`config.mk`:
```
export PLATFORM = sky130hd
export DESIGN_NAME = booth_divider_seq
export DESIGN_NICKNAME = d
export VERILOG_FILES = /design/src/rtl/booth_divider_seq.sv
export SDC_FILE = /design/constraint.sdc
export NUM_CORES = 1
export LEC_CHECK = 0
export CORE_MARGIN = 4
export CORE_UTILIZATION = 50
export DETAILED_ROUTE_END_ITERATION = 6
export GPL_ROUTABILITY_DRIVEN = 0
export PLACE_DENSITY = 0.73
export SLEW_MARGIN = 10
export SYNTH_ARGS = -nofsm -noshare
export SYNTH_HDL_FRONTEND = slang
export SYNTH_SLANG_ARGS = --single-unit
```
`constraint.sdc`:
```
create_clock -name clk -period 2.85 [get_ports clk]
set_input_delay 0.4275 -clock clk [delete_from_list [all_inputs] [get_ports clk]]
set_output_delay 0.4275 -clock clk [all_outputs]
set_load 0.01 [all_outputs]
```
`src/rtl/booth_divider_seq.sv`:
```
// Sequential signed divider: 2N-bit dividend / N-bit divisor by restoring shift-subtract.
// Define BOOTH_DIVIDER_SATURATE_EN to clamp the quotient on overflow instead of wrapping it.
module booth_divider_seq #(
   parameter int N = 8
) (
   input  logic           clk,
   input  logic           rst,
   input  logic           start,
   input  logic [2*N-1:0] dividend,
   input  logic [N-1:0]   divisor,
   output logic           busy,
   output logic           done,
   output logic [N-1:0]   quotient,
   output logic [N-1:0]   remainder,
   output logic           overflow,
   output logic           div_by_zero
);

   localparam int CNT_W = $clog2(2*N);
   localparam logic [CNT_W-1:0] LAST_ITER = CNT_W'(2*N-1);
   localparam logic [2*N-1:0]   QPOS_LIM  = {{(N+1){1'b0}}, {(N-1){1'b1}}};
   localparam logic [2*N-1:0]   QNEG_LIM  = {{N{1'b0}}, 1'b1, {(N-1){1'b0}}};

   typedef enum logic [1:0] {S_IDLE, S_CALC, S_FIX} state_t;

   state_t           r_state;
   logic [CNT_W-1:0] r_cnt;
   logic [2*N-1:0]   r_q;
   logic [N-1:0]     r_rem;
   logic [N-1:0]     r_dvs;
   logic [N-1:0]     r_dvd_lo;
   logic             r_sd;
   logic             r_sv;
   logic             r_zero;

   function automatic logic [N-1:0] f_sign_apply(input logic [N-1:0] mag, input logic neg);
      return neg ? -mag : mag;
   endfunction

`ifdef BOOTH_DIVIDER_SATURATE_EN
   function automatic logic [N-1:0] f_sat(input logic neg);
      return neg ? {1'b1, {(N-1){1'b0}}} : {1'b0, {(N-1){1'b1}}};
   endfunction
`endif

   logic [N:0]   w_trial;
   logic         w_fits;
   logic         w_qneg;
   logic         w_ovf;
   logic [N-1:0] w_q_wrap;
   logic [N-1:0] w_q_fix;
   logic [N-1:0] w_r_fix;

   // Partial remainder stays below |divisor| <= 2^(N-1), so N+1 bits hold the shifted trial value
   assign w_trial  = {r_rem, r_q[2*N-1]} - {1'b0, r_dvs};
   assign w_fits   = ~w_trial[N];

   assign w_qneg   = (r_sd ^ r_sv) && (r_q != '0);
   assign w_ovf    = !r_zero && (w_qneg ? (r_q > QNEG_LIM) : (r_q > QPOS_LIM));
   assign w_q_wrap = f_sign_apply(r_q[N-1:0], w_qneg);
`ifdef BOOTH_DIVIDER_SATURATE_EN
   assign w_q_fix  = w_ovf ? f_sat(w_qneg) : w_q_wrap;
`else
   assign w_q_fix  = w_q_wrap;
`endif
   assign w_r_fix  = r_zero ? r_dvd_lo : f_sign_apply(r_rem, r_sd);

   always_ff @(posedge clk) begin
      if (rst) begin
         r_state     <= S_IDLE;
         busy        <= 1'b0;
         done        <= 1'b0;
         quotient    <= '0;
         remainder   <= '0;
         overflow    <= 1'b0;
         div_by_zero <= 1'b0;
      end else begin
         done <= 1'b0;
         case (r_state)
            S_IDLE: begin
               if (start) begin
                  r_q      <= dividend[2*N-1] ? -dividend : dividend;
                  r_dvs    <= divisor[N-1] ? -divisor : divisor;
                  r_dvd_lo <= dividend[N-1:0];
                  r_sd     <= dividend[2*N-1];
                  r_sv     <= divisor[N-1];
                  r_zero   <= (divisor == '0);
                  r_rem    <= '0;
                  r_cnt    <= LAST_ITER;
                  busy     <= 1'b1;
                  r_state  <= S_CALC;
               end
            end
            S_CALC: begin
               r_q   <= {r_q[2*N-2:0], w_fits};
               r_rem <= w_fits ? w_trial[N-1:0] : {r_rem[N-2:0], r_q[2*N-1]};
               if (r_cnt == '0) begin
                  r_state <= S_FIX;
               end else begin
                  r_cnt <= r_cnt - CNT_W'(1);
               end
            end
            S_FIX: begin
               quotient    <= r_zero ? '0 : w_q_fix;
               remainder   <= w_r_fix;
               overflow    <= w_ovf;
               div_by_zero <= r_zero;
               done        <= 1'b1;
               busy        <= 1'b0;
               r_state     <= S_IDLE;
            end
            default: begin
               busy    <= 1'b0;
               r_state <= S_IDLE;
            end
         endcase
      end
   end

endmodule

```
==> qor.txt <==
Die Y - 96.6 um
CTS tree - built
Synth Area in Simple Gates - 17.6%
Largest net degree at the start of global routing - 29
# port buffers - 46
Root buf cell - clkbuf_8
Flops & latches, synth - 69
Gr ovfl total - 0
Filler cells - 649
R2r startpoint - r_q[15]
Yosys warning count - 0
Combinational power share - 15.2%
Leakage - 0.00176 uW
Reg2Reg Capture Point - r_rem[3]
CP Launch Type - flip-flop
CTS buffer count - 9
Hold Path End - remainder[3]
Top-Level Pins - 47
Global-route wire length before repair - 13900 um
Min Tclk post-route - 2680 ps
Post-synth ARST share - 0%
Post-Layout Cell Count - 567
Post-Syn Area per Cell - 9.69 um2
Most frequent cells in the layout - nand2_1, edfxtp_1, clkdlybuf4s50_1
Worst Slack Setup Final - 173 ps
Status - finished clean
Initial core utilization - 51.0%
Final net count - 502
Clk_lat worst skew - 340 ps
Synth Area in Compound Gates - 18.2%
Post_cts resized - 0
DRC - 0
Overall Power - 2600 uW
CP Buf/Inv Count - 1
Clock Tree Buf Depth - 2
Setup bufs post-CTS - 0
Xor/xnor share of the synthesized area - 7.15%
Width of the die - 96.6 um
Worst path slowest cell - or4b_1
Initial antenna violation count - 0
Row cnt - 32
DR vias/cell - 5.57
Layout cells sized above 1 - 7.74%
Cts-stage hold buffer count - 0
Drt total wl - 8510 um
Register-to-register setup slack - 170 ps
P per Cell Area - 540 nW/um2
Crit path capture type - flip-flop
Worst-path cell chain - inv_1 > ha_1 > fa_1 > nand2b_1 > a211oi_4 > o22ai_1 > or4b_1 > a21oi_1
Multiplexer share of the synthesized area - 1.02%
Commonest non-fill, non-tap cell in the layout - nand2_1
Gr usage total - 19.7%
Setup TNS - 0 ps
Main combinational cell family by area after synthesis - compound AO/OA/AOI/OAI gates
Fin crit share - 93.9%
Synth Area in Adders - 4.98%
Worst vdd ir - 269 uV
Hold Path Depth - 2
Worst EP required - 3030 ps
CP max stage delay - 520 ps
Max Cap Viol - 0
Routed Antenna Nets - 0
RSZ-0062 raised after global routing - false
Pre-CTS worst setup slack - 56.9 ps
Post-Syn Area - 3920 um2
Drt initial violations - 288
Max frequency - 374 MHz
Final Hold Vio Count - 0
Clock share of power - 39.7%
Via count - 3158
Placed cells - 551
NetSw - 629 uW
Pre-antenna DRT Iters - 6
Full die area - 9330 um2
Placed Area - 4550 um2
Core area - 7690 um2
Post-Layout Inst Area - 4810 um2
Synth unique cells - 57
Critical path depth - 8
Crit path kind - flip-flop to flip-flop
Vias in the first global route - 2922
Antenna diodes - 0
Synth Net Count - 447
Slew headroom - 53.7%
Worst Clk Skew - 7.45 ps
Synth Flop Type - edfxtp_1
Slew Viols, Final - 0
Hold Path Origin - remainder[3]
Crit path arrival time - 2860 ps
H-tree levels - 3
Layout area overhead - 22.6%
DPL Wire Length - 6510 um
Slew @ Worst Pin - 695 ps
Post-synth EDFFs - 47
Clk sinks - 69
Avg WL per Cell - 15.0 um
Crit Path Max Fanout - 7
Delay-heaviest family, CP - simple AND/OR/NAND/NOR gates
Clk slew on worst S/H paths - 70 ps
Hold WC Path Type - flip-flop to flip-flop
R2R depth - 8
Seq/Total Area, Yosys - 47.2%
Reg power frac - 45.1%
Final Setup Violations - 0
Switching share of power - 24.2%
Int Pwr - 1970 uW
Cell count after synthesis - 405
## per-layer routing
metal  track usage (%)  share of wire (%)  up-vias  wire (um)
met2              30.5                 46      102       3880
met3              4.34                6.8       13        577
li1                  -                  -     1587          -
met4              8.18                1.9        0        165
met5                 0                  0        -          0
met1              26.8                 46     1456       3890
## stage by stage
step | utilization, % | hold slack (ps)
floorplan | - | 476
CTS | 62.5 | 458
global route | 62.5 | 473
finish | 62.5 | 454
global placement | 59.1 | 442
detailed placement | 59.1 | 448
## area by class of cell
cell class | instances | area [um2] | area share (%)
multi-input combinational | 297 | 1920 | 40.0
clock inverter | 7 | 138 | 2.86
sequential | 69 | 1850 | 38.5
timing repair buffer | 58 | 551 | 11.5
inverter | 25 | 93.8 | 1.95
tap | 102 | 128 | 2.65
clock buffer | 9 | 124 | 2.58
## cell families after synthesis
logic type,count (synthesis)
AND/OR/NAND/NOR,138
adder cells (fa/ha/maj),15
buffers and inverters,39
AO/OA/AOI/OAI,108
XOR/XNOR,32
flip-flops,69
multiplexers,4
## Yosys cell counts, drive strengths merged (4+ instances only)
master  instances  area (um2)
a21oi          26         130
xnor2          13         114
o31ai           7        52.6
nand2          53         199
dfxtp          22         440
xor2           19         166
nor2           21        78.8
edfxtp         47        1410
nor2b           6        37.5
o41ai           5        58.8
clkbuf         11        41.3
nand2b         12        75.1
inv            25        93.8
mux2i           4        40.0
ha             14         175
o21ai          36         180
nor3           12        60.1
nand3           6        30.0
o211ai          5        42.5
or3             7        48.8
nor4            5        31.3
## power by group through the flow
stage | sequential [uW] | combinational, uW | clock (uW)
6_report | 1170 | 393 | 1030
5_1_grt | 1180 | 443 | 1100
4_1_cts | 1170 | 393 | 1050
3_5_place_dp | 1190 | 390 | 0
3_3_place_gp | 1190 | 381 | 0
2_1_floorplan | 1180 | 262 | 0
## worst max-delay path by stage
| stage | from | end | slack (ps) |
|---|---|---|---|
| CTS | r_q[15] | r_rem[3] | 190 |
| finish | r_q[15] | r_rem[3] | 170 |
| global route | r_q[15] | r_rem[3] | 4 |
| detailed placement | dividend[0] | r_q[14] | 60 |
| floorplan | r_q[15] | r_rem[3] | 460 |
| global placement | dividend[0] | r_q[14] | 130 |
## flip-flops by register name, indices dropped and copies added, names as in the netlist, 2 cells and up
| name | flops |
|---|---|
| quotient | 8 |
| r_cnt | 4 |
| r_dvd_lo | 8 |
| r_dvs | 8 |
| r_q | 16 |
| r_rem | 8 |
| r_state | 2 |
| remainder | 8 |
## worst min-delay path, delay by kind of cell (launching register included)
kind	cells	cell delay [ps]
flops	1	310
compound gates	1	50
simple gates	1	50
Note: power is estimated with default switching activity, not from simulation.
